**src/rtl/imm_pkg.sv**
```systemverilog
// Shared constants, state type and fixed-format encode helper for imm_encoder.
// Build option: IMM_ENC_PARALLEL_EN selects single-cycle rotation search.
package imm_pkg;

    localparam logic [1:0] IMM_DP  = 2'b00;
    localparam logic [1:0] IMM_MEM = 2'b01;
    localparam logic [1:0] IMM_BR  = 2'b10;
    localparam logic [1:0] IMM_RSV = 2'b11;

    localparam int IMM_ROT_MAX = 16;

    typedef enum logic [1:0] {
        S_IDLE,
        S_SEARCH,
        S_FINISH
    } imm_enc_state_t;

    // Returns {ok, imm} for the non-rotating classes.
    function automatic logic [24:0] fixed_enc(
        input logic [1:0]  src,
        input logic [31:0] v
    );
        logic [24:0] res;
        res = '0;
        case (src)
            IMM_MEM: begin
                if (v[31:12] == '0)
                    res = {1'b1, 12'b0, v[11:0]};
            end
            IMM_BR: begin
                if (v[1:0] == 2'b00 && v[31:25] == {7{v[25]}})
                    res = {1'b1, v[25:2]};
            end
            default: res = '0;
        endcase
        return res;
    endfunction

endpackage

```
**src/rtl/imm_encoder_if.sv**
```systemverilog
// Request/result bundle between the instruction generator and imm_encoder.
// Build option: none.
interface imm_encoder_if;

    logic        start;
    logic [1:0]  ImmSrc;
    logic [31:0] Value;
    logic        busy;
    logic        done;
    logic        ok;
    logic [23:0] Imm;

    modport master (
        output start, ImmSrc, Value,
        input  busy, done, ok, Imm
    );

    modport slave (
        input  start, ImmSrc, Value,
        output busy, done, ok, Imm
    );

endinterface

```
**src/rtl/imm_rot_check.sv**
```systemverilog
// Tests whether value rotated left by 2*r fits in an 8-bit immediate.
// Build option: none.
module imm_rot_check (
    input  logic [31:0] value,
    input  logic [3:0]  r,
    output logic        fits,
    output logic [7:0]  imm8
);

    logic [4:0]  sh;
    logic [63:0] dbl;
    logic [31:0] c;

    assign sh   = {r, 1'b0};
    assign dbl  = {value, value} << sh;
    assign c    = dbl[63:32];
    assign fits = (c[31:8] == '0);
    assign imm8 = c[7:0];

endmodule

```
**src/rtl/imm_encoder.sv**
```systemverilog
// Inverse immediate extender: constant + ImmSrc -> 24-bit field or unencodable.
// Build option: IMM_ENC_PARALLEL_EN evaluates all rotations in one cycle.
module imm_encoder
    import imm_pkg::*;
#(
    parameter int ROT_STEPS = 16
) (
    input  logic          clk,
    input  logic          reset,
    imm_encoder_if.slave  bus
);

    imm_enc_state_t state, state_n;
    logic [3:0]  r, r_n;
    logic [31:0] val, val_n;
    logic [1:0]  src, src_n;
    logic        busy, busy_n;
    logic        done, done_n;
    logic        ok, ok_n;
    logic [23:0] imm, imm_n;
    logic        dp_fits;
    logic [23:0] dp_imm;
    logic        last;

    assign last = (r == 4'(ROT_STEPS - 1));

`ifdef IMM_ENC_PARALLEL_EN
    localparam bit PAR = 1'b1;
    logic [ROT_STEPS-1:0] fits_a;
    logic [7:0]           imm8_a [ROT_STEPS];

    for (genvar g = 0; g < ROT_STEPS; g++) begin : g_rot
        imm_rot_check u_rot (
            .value (val),
            .r     (4'(g)),
            .fits  (fits_a[g]),
            .imm8  (imm8_a[g])
        );
    end

    // Descending scan so the lowest fitting r is the final winner.
    always_comb begin
        dp_fits = 1'b0;
        dp_imm  = '0;
        for (int i = ROT_STEPS - 1; i >= 0; i--) begin
            if (fits_a[i]) begin
                dp_fits = 1'b1;
                dp_imm  = {12'b0, 4'(i), imm8_a[i]};
            end
        end
    end
`else
    localparam bit PAR = 1'b0;
    logic [7:0] imm8;

    imm_rot_check u_rot (
        .value (val),
        .r     (r),
        .fits  (dp_fits),
        .imm8  (imm8)
    );

    assign dp_imm = {12'b0, r, imm8};
`endif

    always_ff @(posedge clk) begin
        if (reset) begin
            state <= S_IDLE;
            r     <= '0;
            val   <= '0;
            src   <= IMM_DP;
            busy  <= 1'b0;
            done  <= 1'b0;
            ok    <= 1'b0;
            imm   <= '0;
        end else begin
            state <= state_n;
            r     <= r_n;
            val   <= val_n;
            src   <= src_n;
            busy  <= busy_n;
            done  <= done_n;
            ok    <= ok_n;
            imm   <= imm_n;
        end
    end

    always_comb begin
        state_n = state;
        r_n     = r;
        val_n   = val;
        src_n   = src;
        busy_n  = busy;
        done_n  = 1'b0;
        ok_n    = ok;
        imm_n   = imm;
        unique case (state)
            S_IDLE: begin
                if (bus.start) begin
                    val_n  = bus.Value;
                    src_n  = bus.ImmSrc;
                    busy_n = 1'b1;
                    ok_n   = 1'b0;
                    r_n    = '0;
                    if (bus.ImmSrc == IMM_DP && !PAR)
                        state_n = S_SEARCH;
                    else
                        state_n = S_FINISH;
                end
            end
            // A hit or the final miss resolves on the same edge it is seen.
            S_SEARCH: begin
                if (dp_fits || last) begin
                    ok_n    = dp_fits;
                    imm_n   = dp_fits ? dp_imm : '0;
                    done_n  = 1'b1;
                    busy_n  = 1'b0;
                    state_n = S_IDLE;
                end else begin
                    r_n = r + 4'd1;
                end
            end
            S_FINISH: begin
                if (src == IMM_DP) begin
                    ok_n  = dp_fits;
                    imm_n = dp_fits ? dp_imm : '0;
                end else begin
                    {ok_n, imm_n} = fixed_enc(src, val);
                end
                done_n  = 1'b1;
                busy_n  = 1'b0;
                state_n = S_IDLE;
            end
            default: state_n = S_IDLE;
        endcase
    end

    assign bus.busy = busy;
    assign bus.done = done;
    assign bus.ok   = ok;
    assign bus.Imm  = imm;

endmodule

```
**src/flat_wrapper.sv**
```systemverilog
// flat-port wrapper written by rule: the top's interface ports become plain ports
module imm_encoder_flat import imm_pkg::*;
#(
    parameter int ROT_STEPS = 16
)
  (clk, reset, bus_start, bus_ImmSrc, bus_Value, bus_busy, bus_done, bus_ok, bus_Imm);
  imm_encoder_if bus_i ();
  input  logic clk;
  input  logic reset;
  input wire logic [$bits(bus_i.start)-1:0] bus_start;
  input wire logic [$bits(bus_i.ImmSrc)-1:0] bus_ImmSrc;
  input wire logic [$bits(bus_i.Value)-1:0] bus_Value;
  output wire logic [$bits(bus_i.busy)-1:0] bus_busy;
  output wire logic [$bits(bus_i.done)-1:0] bus_done;
  output wire logic [$bits(bus_i.ok)-1:0] bus_ok;
  output wire logic [$bits(bus_i.Imm)-1:0] bus_Imm;
  assign bus_i.start = bus_start;
  assign bus_i.ImmSrc = bus_ImmSrc;
  assign bus_i.Value = bus_Value;
  assign bus_busy = bus_i.busy;
  assign bus_done = bus_i.done;
  assign bus_ok = bus_i.ok;
  assign bus_Imm = bus_i.Imm;
  imm_encoder #(.ROT_STEPS(ROT_STEPS)) u_core (.clk(clk), .reset(reset), .bus(bus_i));
endmodule
```
**config.mk**
```make
export PLATFORM = sky130hd
export DESIGN_NAME = imm_encoder_flat
export DESIGN_NICKNAME = d
export VERILOG_FILES = /design/src/rtl/imm_pkg.sv /design/src/rtl/imm_encoder_if.sv /design/src/rtl/imm_rot_check.sv /design/src/rtl/imm_encoder.sv /design/src/flat_wrapper.sv
export SDC_FILE = /design/constraint.sdc
export NUM_CORES = 1
export LEC_CHECK = 0
export CORE_MARGIN = 2
export CORE_UTILIZATION = 34
export DETAILED_ROUTE_END_ITERATION = 10
export GPL_TIMING_DRIVEN = 1
export HOLD_SLACK_MARGIN = 0.12
export PLACE_DENSITY = 0.61
export SYNTH_ARGS = -nofsm -noshare
export SYNTH_HDL_FRONTEND = slang
export SYNTH_SLANG_ARGS = --single-unit
```
**constraint.sdc**
```tcl
create_clock -name clk -period 3.1 [get_ports clk]
set_clock_uncertainty 0.1 [all_clocks]
set_input_delay 0.31 -clock clk [delete_from_list [all_inputs] [get_ports clk]]
set_output_delay 0.31 -clock clk [all_outputs]
set_load 0.02 [all_outputs]
```
==> summary.txt, run 1 <==
Setup path
  • Crit. Startpoint: u_core.r[2]
  • CP arrival: 3.30 ns
  • Critical setup path kind: reg -> reg
  • Crit-path max FO: 7
  • Worst path required time: 3.20 ns
  • Worst Setup Start Kind: register
  • Worst reg2reg path startpoint: u_core.r[2]
  • CP Capture Type: register

Yosys
  • Async set-reset flop share out of synthesis: 0%
  • Ranking of synthesized cells by area: dfxtp_1 (29%), nand2_1 (7.9%), mux4_2 (7.7%), mux2i_1 (7.1%), a21oi_1 (6.4%)
  • Post-synthesis sequential area ratio: 28.8%
  • Syn. warnings: 0
  • Number of synthesized flops with an enable pin: 0
  • Yosys top cell area share: 28.8%
  • Post-synth top cells: nand2_1 (98), dfxtp_1 (67), a21oi_1 (60)
  • Yosys cell types: 60
  • Post-Syn Nets: 608
  • Cell with the most instances after synthesis: nand2_1
  • Mean Syn Cell Area: 8.28 um2
  • Gate Count Post-Synth: 563
  • Number of synthesized register bits: 67
  • Synthesized area: 4660 um2
  • Top_reg_cell synth: dfxtp_1
  • Cell taking the most area after synthesis: dfxtp_1

Timing
  • Final worst-path cycle share: 103%
  • Worst Max-Slew Pin Slew: 0.799 ns
  • Endpoints failing hold: 0
  • RSZ-0062 raised after global routing: true
  • Tmin final: 3.19 ns
  • Slew Viols, Final: 0
  • F_max: 313 MHz
  • Final setup violation count: 26
  • Max-slew headroom: 46.7%
  • Final WS setup: -0.0931 ns

Final layout
  • Register area: 1350 um2
  • Final Cell Area: 7040 um2
  • # nets final: 762
  • Multi-input logic area: 3300 um2
  • Number of fillers in the final layout: 1,256
  • Antenna Cells: 0
  • Layout cells sized above 1: 33.9%
  • Fin cells: 898
  • Area growth syn-to-layout: 51.0%

Global route
  • Grt total ovfl: 0
  • Largest net degree at the start of global routing: 39
  • Vias in the first global route: 4,977
  • Met2 usage: 43.2%
  • Met1 usage: 30.0%
  • M3 GR Usage: 5.26%
  • Initial antenna violation count: 0
  • Total GRT Usage: 24.7%
  • Gr busiest metal: met2
  • First-pass GRT wire length: 27.6 mm

Clock tree
  • Clock slew at reported path FFs: 0.06 ns
  • CTS max path bufs: 2
  • CTS tree: yes
  • Clock Sinks: 67
  • H-tree depth: 3
  • Num CTS Buffers: 9
  • Post-CTS Hold Buffers: 0
  • Worst-Skew Late Latency: 0.36 ns
  • Root buffer cell: clkbuf_16

Floorplan
  • Die ar.: 14,700 um2
  • Core area: 13,300 um2
  • Initial core utilization: 35.1%
  • Die W: 121 um
  • Die span in y: 121 um
  • Num ports: 64
  • FP Rows: 42

Power and ir drop
  • Sequential power share: 33.6%
  • Logic pwr share: 26.8%
  • Switch share: 29.5%
  • Pleak: 2.60 nW
  • Power Total: 2.90 mW
  • Pwr/cell area: 412 nW/um2
  • Internal power: 2.04 mW
  • Psw: 855 uW
  • Clock network power share: 39.5%
  • VDD IR-drop max: 0.273 mV

Detailed routing
  • Antenna Violating Nets Remaining: 0
  • DR WL/cell: 20.1 um
  • DRC: 0
  • Detailed Routing Iterations Pass 1: 6
  • DR vias/cell: 5.56
  • Vias after detailed routing: 4,990
  • Drt total wl: 18.1 mm
  • Initial DRC Count: 326

Min path
  • Type of the worst min-delay path: reg -> reg
  • Hold_sp: u_core.bus.Imm[17]

Status
  • Failing checks: setup timing
  • Status: complete, but fails checks

Placement
  • Area post-placement: 6160 um2
  • Port bufs: 63
  • Placer Congestion: 0.953
  • Placed insts: 866
  • Dpl hpwl: 13.2 mm

Flow run
  • Max Cap Viol: 0
[metrics by stage]
step	worst slack [ns]	hold WS, ns	TNS [ns]	util, %
finish	-0.0931	0.367	-0.965	52.9
global route	-0.159	0.395	-2.43	52.9
CTS	-0.0292	0.371	-0.0386	50.9
detailed placement	-0.366	0.362	-6.83	46.3
global placement	-0.312	0.361	-7.38	46.3
floorplan	0.212	0.346	0	-
[kinds of logic after synthesis]
kind of cell               count (synthesis)  share of synthesized area (%)
and+or+nand+nor                          224                           22.4
DFF                                       67                           28.8
muxes                                     64                           18.4
AOI/OAI and AO/OA                        135                           21.5
buffers and inverters                     65                           6.77
adders and majority gates                  8                           2.15
[critical path, cell delays in order, from the launching register on]
cell and delay, ns:
dfxtp_4 0.46, mux2_4 0.33, mux4_2 0.51, or3_4 0.40, a2111oi_4 0.27, a41oi_4 0.11, o31ai_4 0.30, buf_6 0.17
buf_12 0.12, mux2i_1 0.19, nor2_1 0.06
[final timing paths]
kind,endpoint,slack [ns],cells after the start
worst max-delay path,u_core.bus.Imm[22],-0.09,10
worst min-delay path,u_core.bus.Imm[17],0.37,2
worst max register to register,u_core.bus.Imm[22],-0.09,10
worst min register to register,u_core.bus.Imm[17],0.37,2
[power groups by stage]
stage | registers (mW) | clock network, mW | logic (mW)
2_1_floorplan | 0.987 | 0 | 0.343
3_3_place_gp | 0.990 | 0 | 0.633
3_5_place_dp | 0.991 | 0 | 0.639
4_1_cts | 0.970 | 1.16 | 0.708
5_1_grt | 0.981 | 1.20 | 0.829
6_report | 0.976 | 1.15 | 0.778
[registers in the layout, summed over array words and instances (netlist names)]
| name | count |
|---|---|
| u_core.bus.Imm | 24 |
| u_core.bus.busy | 1 |
| u_core.bus.done | 1 |
| u_core.bus.ok | 1 |
| u_core.r | 4 |
| u_core.src | 2 |
| u_core.state | 2 |
| u_core.val | 32 |
[area by class of cell]
class,count,area share [%]
repair buffers,195,25.4
multi-input cells,431,46.9
flip-flops and latches,67,19.2
clock inverters,4,1.03
inverters,13,0.693
clock buffers,12,3.65
well taps,176,3.13
[layout by cell type (no fill, tap or decap), drive strengths merged, types with 10 or more instances in the layout]
cell type        n
buf            130
nand2           98
dfxtp           67
clkdlybuf4s50   62
a21oi           60
nor2            40
mux2i           33
nand3           19
mux4            16
clkbuf          15
mux2            15
nand2b          14
nor3            12
inv             11
a211oi          10
[metal layers]
metal  vias to the layer above  part of all wire [%]
li1                       2382                     -
met1                      2439                    43
met2                       140                    50
met3                        29                   4.9
met4                         0                   2.1
met5                         -                     0
[what timing repair did]
item	in CTS	in global routing
setup buffers	8	5
endpoints found under the setup margin	33	32
cloned	2	4
pin swaps	7	15
gates resized for setup	36	43
(Power assumes the default switching activity.)
==> inputs of run 2 (changes only) <==
==> constraint.sdc (replaced) <==
create_clock -name clk -period 3.1 [get_ports clk]
set_clock_uncertainty 0.1 [all_clocks]
set_input_delay 0.62 -clock clk [delete_from_list [all_inputs] [get_ports clk]]
set_output_delay 0.62 -clock clk [all_outputs]
set_load 0.02 [all_outputs]
==> run 2 against run 1 <==
The run still ends with setup timing left. Count of clock-buffer cells in the layout is 1 lower. Fmax up 0.48%. Global-route usage is 1.2 points lower. Core utilization fell by 0.47 points. Total power fell by 5.0%. Combinational power fell by 4.5%. Die area unchanged. Largest power group unchanged.
==> summary.txt, run 2 (synthesized netlist as in run 1, its figures left out) <==
Setup path
  • Crit-path max FO: 7 (unchanged)
  • Worst Setup Start Kind: register (unchanged)
  • R2R depth: 12 (was 10)
  • RR Endpoint: u_core.bus.Imm[22] (unchanged)
  • Worst path required time: 3.23 ns (was 3.20 ns)
  • Worst-path cell chain: buf_8, buf_6, mux2_2, mux2i_2, nand4_1, a221oi_4, o22ai_2, o31ai_4, buf_6, buf_12, mux2i_1, nor2_1 (was mux2_4, mux4_2, or3_4, a2111oi_4, a41oi_4, o31ai_4, buf_6, buf_12, mux2i_1, nor2_1)
  • Slowest CP cell: dfxtp_4 (was mux4_2)
  • Crit-path most repeated cell: buf_6
  • Critical path's top delay family: compound AO/OA/AOI/OAI gates (was multiplexers)
  • Worst reg2reg path startpoint: u_core.r[1] (was u_core.r[2])
  • Critical setup path kind: reg -> reg (unchanged)
  • CP arrival: 3.30 ns (about the same)
  • CP Buf/Inv Count: 4 (was 2)
  • Crit. Startpoint: u_core.r[1] (was u_core.r[2])
  • Crit path largest cell delay: 0.46 ns (was 0.51 ns)
  • R2R Setup Slk: -0.08 ns (was -0.09 ns)
  • CP Capture Type: register (unchanged)

Final layout
  • Most frequent cells in the layout: buf_4 (112), nand2_1 (96), dfxtp_1 (64) (was buf_4 (114), nand2_1 (97), dfxtp_1 (64))
  • Number of fillers in the final layout: 1,239 (was 1,256)
  • # nets final: 762 (unchanged)
  • Fin cells: 898 (unchanged)
  • Area growth syn-to-layout: 49.6% (was 51.0%)
  • Antenna Cells: 0 (unchanged)
  • Number of flip-flops under the largest register name: 32 (unchanged)
  • Register area: 1350 um2 (unchanged)
  • Multi-input logic area: 3260 um2 (was 3300 um2)
  • Layout cells sized above 1: 32.3% (was 33.9%)
  • Most common cell after layout, fill and taps aside: buf_4 (unchanged)
  • Biggest register: u_core.val (unchanged)

Global route
  • Initial antenna violation count: 1 (was 0)
  • Vias in the first global route: 4,832 (was 4,977)
  • First-pass GRT wire length: 26.1 mm (was 27.6 mm)
  • Largest net degree at the start of global routing: 37 (was 39)
  • Grt total ovfl: 0 (unchanged)
  • Total GRT Usage: 23.5% (was 24.7%)

Detailed routing
  • Detailed Routing Iterations Pass 1: 6 (unchanged)
  • DRC: 0 (unchanged)
  • Antenna Violating Nets Remaining: 0 (unchanged)
  • DR vias/cell: 5.56 (unchanged)
  • DR WL/cell: 19.6 um (was 20.1 um)
  • Initial DRC Count: 437 (was 326)
  • Drt total wl: 17.6 mm (was 18.1 mm)
  • Vias after detailed routing: 4,990 (unchanged)

Min path
  • Type of the worst min-delay path: reg -> reg (unchanged)
  • Hold Crit Depth: 2 (unchanged)
  • Hold Path End: u_core.bus.Imm[14] (was u_core.bus.Imm[17])
  • Hold_sp: u_core.bus.Imm[14] (was u_core.bus.Imm[17])

Clock tree
  • Clock slew at reported path FFs: 0.06 ns (about the same)
  • CTS max path bufs: 2 (unchanged)
  • H-tree depth: 3 (unchanged)
  • CTS tree: yes (unchanged)
  • Clock Sinks: 67 (unchanged)
  • Num CTS Buffers: 9 (unchanged)
  • Worst-Skew Late Latency: 0.35 ns (was 0.36 ns)
  • Root buffer cell: clkbuf_16 (unchanged)

Timing
  • Max-slew headroom: 64.0% (was 46.7%)
  • Hold Slack: 0.368 ns (was 0.367 ns)
  • Final worst-path cycle share: 103% (about the same)
  • F_max: 315 MHz (was 313 MHz)
  • Worst Max-Slew Pin Slew: 0.539 ns (was 0.799 ns)
  • Slew Viols, Final: 0 (unchanged)
  • RSZ-0062 raised after global routing: true (unchanged)
  • Tmin final: 3.18 ns (was 3.19 ns)
  • Final setup violation count: 26 (unchanged)
  • Final setup TNS: -1.19 ns (was -0.965 ns)
  • Final WS setup: -0.0778 ns (was -0.0931 ns)
  • Endpoints failing hold: 0 (unchanged)

Placement
  • Placer Congestion: 0.942 (was 0.953)
  • Dpl hpwl: 12.6 mm (was 13.2 mm)
  • Port bufs: 63 (unchanged)
  • Placed insts: 859 (was 866)
  • Post-Place Setup Slack: -0.257 ns (was -0.366 ns)

Power and ir drop
  • Pleak: 2.58 nW (was 2.60 nW)
  • VDD IR-drop max: 0.230 mV (was 0.273 mV)
  • Pwr/cell area: 395 nW/um2 (was 412 nW/um2)

Floorplan
  • Die ar.: 14,700 um2 (unchanged)
  • Core area: 13,300 um2 (unchanged)
  • Num ports: 64 (unchanged)
  • Die W: 121 um (unchanged)
  • Die span in y: 121 um (unchanged)
  • FP Rows: 42 (unchanged)
  • Initial core utilization: 35.1% (unchanged)

Status
  • Failing checks: setup timing (unchanged)
  • Status: complete, but fails checks (unchanged)

Flow run
  • Max Cap Viol: 0 (unchanged)
==> run 2: cell types whose count changed in the layout (fill, tap and decap cells not counted), moves of 3 or more <==
cell / delta
mux2i_2: +3
nand3_1: +4
nand3_2: -4
nor2_2: -3
mux2i_1: -4
nor2_1: +5
==> run 2: layout make-up <==
class	count	share of cell area (%)
multi-input combinational	431	46.7
timing repair buffer	195	25.7
sequential	67	19.4
clock buffer	11	3.48
tap	176	3.16
inverter	13	0.807
clock inverter	5	0.753
==> run 2: layer usage <==
metal,vias up,wire length [um],track usage [%],share of wire [%]
li1,2377,-,-,-
met1,2396,7420,29.3,42
met2,170,8560,38.8,49
met3,45,991,4.23,5.6
met4,2,645,12.1,3.7
met5,-,13,0,0.074
==> run 2: what timing repair did <==
item | 4_1_cts | 5_1_grt
setup buffers | 6 | 14
hold endpoints to repair | 0 | 0
setup endpoints to repair | 32 | 32
pin swaps | 3 | 23
gates cloned | 1 | 4
gates resized for setup | 23 | 55
hold buffers | 0 | 0
==> run 2: worst max-delay path by stage <==
stage,to,depth (start not counted)
after floorplan,u_core.bus.busy,9
after global placement,u_core.r[0],8
after detailed placement,u_core.r[0],8
after CTS,u_core.bus.Imm[10],12
after global routing,u_core.bus.Imm[22],12
final,u_core.bus.Imm[22],12
==> run 2: worst register-to-register path: cells and delay by family, from the launching register on <==
| kind | cells | cell delay [ns] |
|---|---|---|
| buf+inv | 4 | 0.59 |
| compound gates | 3 | 0.83 |
| flops | 1 | 0.46 |
| simple gates | 2 | 0.32 |
| mux | 3 | 0.75 |
==> run 2: report_power, final <==
| group | internal [mW] | leakage, nW | total (mW) | switching (mW) |
|---|---|---|---|---|
| Combinational | 0.368 | 1.89 | 0.743 | 0.376 |
| Clock | 0.639 | 0.145 | 1.04 | 0.397 |
| Sequential | 0.910 | 0.550 | 0.974 | 0.0646 |
==> run 2: metrics by stage <==
stage / area (um2) / utilization [%] / total power [mW]
6_report: 6970 / 52.5 / 2.75
3_5_place_dp: 6110 / 46.0 / 1.63
5_1_grt: 6970 / 52.5 / 2.86
4_1_cts: 6570 / 49.4 / 2.70
2_1_floorplan: 4660 / - / 1.33
3_3_place_gp: 6110 / 46.0 / 1.62
==> inputs of run 3 (changes only) <==
--- a/config.mk
+++ b/config.mk
@@ -8,7 +8,7 @@
 export CORE_MARGIN = 2
 export CORE_UTILIZATION = 34
 export DETAILED_ROUTE_END_ITERATION = 10
-export GPL_TIMING_DRIVEN = 1
+export GPL_TIMING_DRIVEN = 0
 export HOLD_SLACK_MARGIN = 0.12
 export PLACE_DENSITY = 0.61
 export SYNTH_ARGS = -nofsm -noshare
==> run 3 against run 2 <==
The flow still finishes with violations (setup timing). Count of clock-buffer cells in the layout increased by 1. Die area stayed put. Clock power barely moved. Critical path type unchanged. Register-to-register slack worse by 0.08 ns.
==> summary.txt, run 3 (synthesized netlist as in run 1, its figures left out) <==
Floorplan
  • Die span in y: 121 um (unchanged)
  • Die W: 121 um (unchanged)
  • Num ports: 64 (unchanged)
  • Die ar.: 14,700 um2 (unchanged)
  • Initial core utilization: 35.1% (unchanged)
  • FP Rows: 42 (unchanged)
  • Core area: 13,300 um2 (unchanged)

Power and ir drop
  • Psw: 822 uW (was 837 uW)
  • Pleak: 2.10 nW (was 2.58 nW)
  • Logic pwr share: 23.3% (was 27.0%)
  • Switch share: 30.3% (was 30.4%)
  • VDD IR-drop max: 0.262 mV (was 0.230 mV)
  • Internal power: 1.89 mW (was 1.92 mW)
  • Pwr/cell area: 425 nW/um2 (was 395 nW/um2)
  • Sequential power share: 37.1% (was 35.4%)
  • Clock network power share: 39.6% (was 37.6%)

Timing
  • Endpoints failing hold: 0 (unchanged)
  • Tmin final: 3.26 ns (was 3.18 ns)
  • Final setup violation count: 24 (was 26)
  • Final worst-path cycle share: 105% (was 103%)
  • Slew Viols, Final: 0 (unchanged)
  • Worst Max-Slew Pin Slew: 0.798 ns (was 0.539 ns)
  • Max-slew headroom: 46.8% (was 64.0%)
  • RSZ-0062 raised after global routing: true (unchanged)
  • Final WS setup: -0.157 ns (was -0.0778 ns)
  • Final setup TNS: -2.83 ns (was -1.19 ns)
  • F_max: 307 MHz (was 315 MHz)
  • Hold Slack: 0.368 ns (about the same)

Detailed routing
  • DR vias/cell: 5.91 (was 5.56)
  • Vias after detailed routing: 4,897 (was 4,990)
  • DR WL/cell: 21.0 um (was 19.6 um)
  • Antenna Violating Nets Remaining: 0 (unchanged)
  • Detailed Routing Iterations Pass 1: 8 (was 6)
  • Drt total wl: 17.4 mm (was 17.6 mm)
  • Initial DRC Count: 487 (was 437)
  • DRC: 0 (unchanged)

Final layout
  • Fin cells: 828 (was 898)
  • Most frequent cells in the layout: nand2_1 (97), dfxtp_1 (64), clkdlybuf4s50_1 (63) (was buf_4 (112), nand2_1 (96), dfxtp_1 (64))
  • Register area: 1350 um2 (about the same)
  • Multi-input logic area: 3360 um2 (was 3260 um2)
  • # nets final: 692 (was 762)
  • Most common cell after layout, fill and taps aside: nand2_1 (was buf_4)
  • Number of fillers in the final layout: 1,296 (was 1,239)
  • Layout cells sized above 1: 25.0% (was 32.3%)
  • Final Cell Area: 6370 um2 (was 6970 um2)
  • Antenna Cells: 0 (unchanged)
  • Number of flip-flops under the largest register name: 32 (unchanged)
  • Biggest register: u_core.val (unchanged)
  • Area growth syn-to-layout: 36.7% (was 49.6%)

Global route
  • Largest net degree at the start of global routing: 12 (was 37)
  • First-pass GRT wire length: 26.7 mm (was 26.1 mm)
  • Grt total ovfl: 0 (unchanged)
  • Vias in the first global route: 4,801 (was 4,832)
  • Total GRT Usage: 24.3% (was 23.5%)
  • Initial antenna violation count: 0 (was 1)

Setup path
  • Crit-path max FO: 8 (was 7)
  • Worst Setup Start Kind: register (unchanged)
  • Worst path required time: 3.26 ns (was 3.23 ns)
  • Critical setup path kind: reg -> reg (unchanged)
  • CP arrival: 3.42 ns (was 3.30 ns)
  • CP Capture Type: register (unchanged)

Clock tree
  • Num CTS Buffers: 9 (unchanged)
  • Root buffer cell: clkbuf_16 (unchanged)
  • Worst-Skew Late Latency: 0.35 ns (about the same)
  • CTS tree: yes (unchanged)
  • Clock slew at reported path FFs: 0.06 ns (about the same)
  • Post-CTS Hold Buffers: 0 (unchanged)
  • H-tree depth: 3 (unchanged)
  • CTS max path bufs: 2 (unchanged)
  • Clock Sinks: 67 (unchanged)

Flow run
  • Max Cap Viol: 0 (unchanged)

Placement
  • Port bufs: 63 (unchanged)
  • Placed insts: 802 (was 859)
  • Dpl hpwl: 12.6 mm (about the same)
  • Post-Place Setup Slack: -0.592 ns (was -0.257 ns)
  • Placer Congestion: 0.953 (was 0.942)
  • Area post-placement: 5510 um2 (was 6110 um2)

Status
  • Failing checks: setup timing (unchanged)
  • Status: complete, but fails checks (unchanged)

Min path
  • Type of the worst min-delay path: reg -> reg (unchanged)
run 3: cell types whose count changed in the layout (fill, tap and decap cells not counted), sizes merged:
| cell | before | now |
|---|---|---|
| clkdlybuf4s50 | 62 | 63 |
| buf | 130 | 33 |
| clkbuf | 14 | 41 |
| clkinvlp | 3 | 2 |
run 3: power by group through the flow:
| stage | Combinational (mW) | Sequential [mW] | Clock [mW] |
|---|---|---|---|
| 4_1_cts | 0.607 | 0.999 | 1.09 |
| 6_report | 0.631 | 1.01 | 1.07 |
| 2_1_floorplan | 0.343 | 0.987 | 0 |
| 5_1_grt | 0.675 | 1.01 | 1.13 |
| 3_3_place_gp | 0.546 | 0.997 | 0 |
| 3_5_place_dp | 0.552 | 0.997 | 0 |
run 3: per-layer routing:
metal	wire length [um]	up-vias	GRT usage (%)
li1	-	2245	-
met3	1390	45	6.11
met1	7250	2375	30.5
met2	8130	232	38.3
met4	646	0	12.5
met5	0	-	0
run 3: cell type report:
cell class	instances	share of cell area [%]
plain buffers	46	4.73
clock buffers	12	4.18
clock inverters	4	0.746
inverters	13	0.864
multi-input cells	431	52.8
flip-flops and latches	67	21.1
well taps	176	3.46
repair buffers	79	12.1
run 3: worst max-delay path: stages, from the launching register on:
cell	delay, ns
dfxtp_2	0.35
buf_6	0.13
mux2_4	0.30
mux4_2	0.51
or3_4	0.37
a2111oi_4	0.34
a41oi_4	0.11
o31ai_4	0.36
buf_6	0.20
buf_6	0.14
nor2_2	0.04
a211oi_2	0.19
run 3: final timing paths:
path	start	endpoint	depth (start not counted)	slack [ns]
hold / removal	u_core.bus.Imm[17]	u_core.bus.Imm[17]	2	0.37
setup reg to reg	u_core.r[2]	u_core.bus.Imm[9]	11	-0.16
setup / recovery	u_core.r[2]	u_core.bus.Imm[9]	11	-0.16
hold reg to reg	u_core.bus.Imm[17]	u_core.bus.Imm[17]	2	0.37
run 3: what timing repair did:
| action | in CTS | in global routing |
|---|---|---|
| pin swaps | 17 | 8 |
| setup endpoints to repair | 33 | 32 |
| setup buffers | 12 | 2 |
| gates resized for setup | 77 | 24 |
| gates cloned | 1 | 1 |
run 3: metrics by stage:
stage          total power [mW]  util (%)
2_1_floorplan              1.33         -
3_3_place_gp               1.54      41.5
3_5_place_dp               1.55      41.5
4_1_cts                    2.69      46.9
5_1_grt                    2.81      47.9
6_report                   2.71      47.9
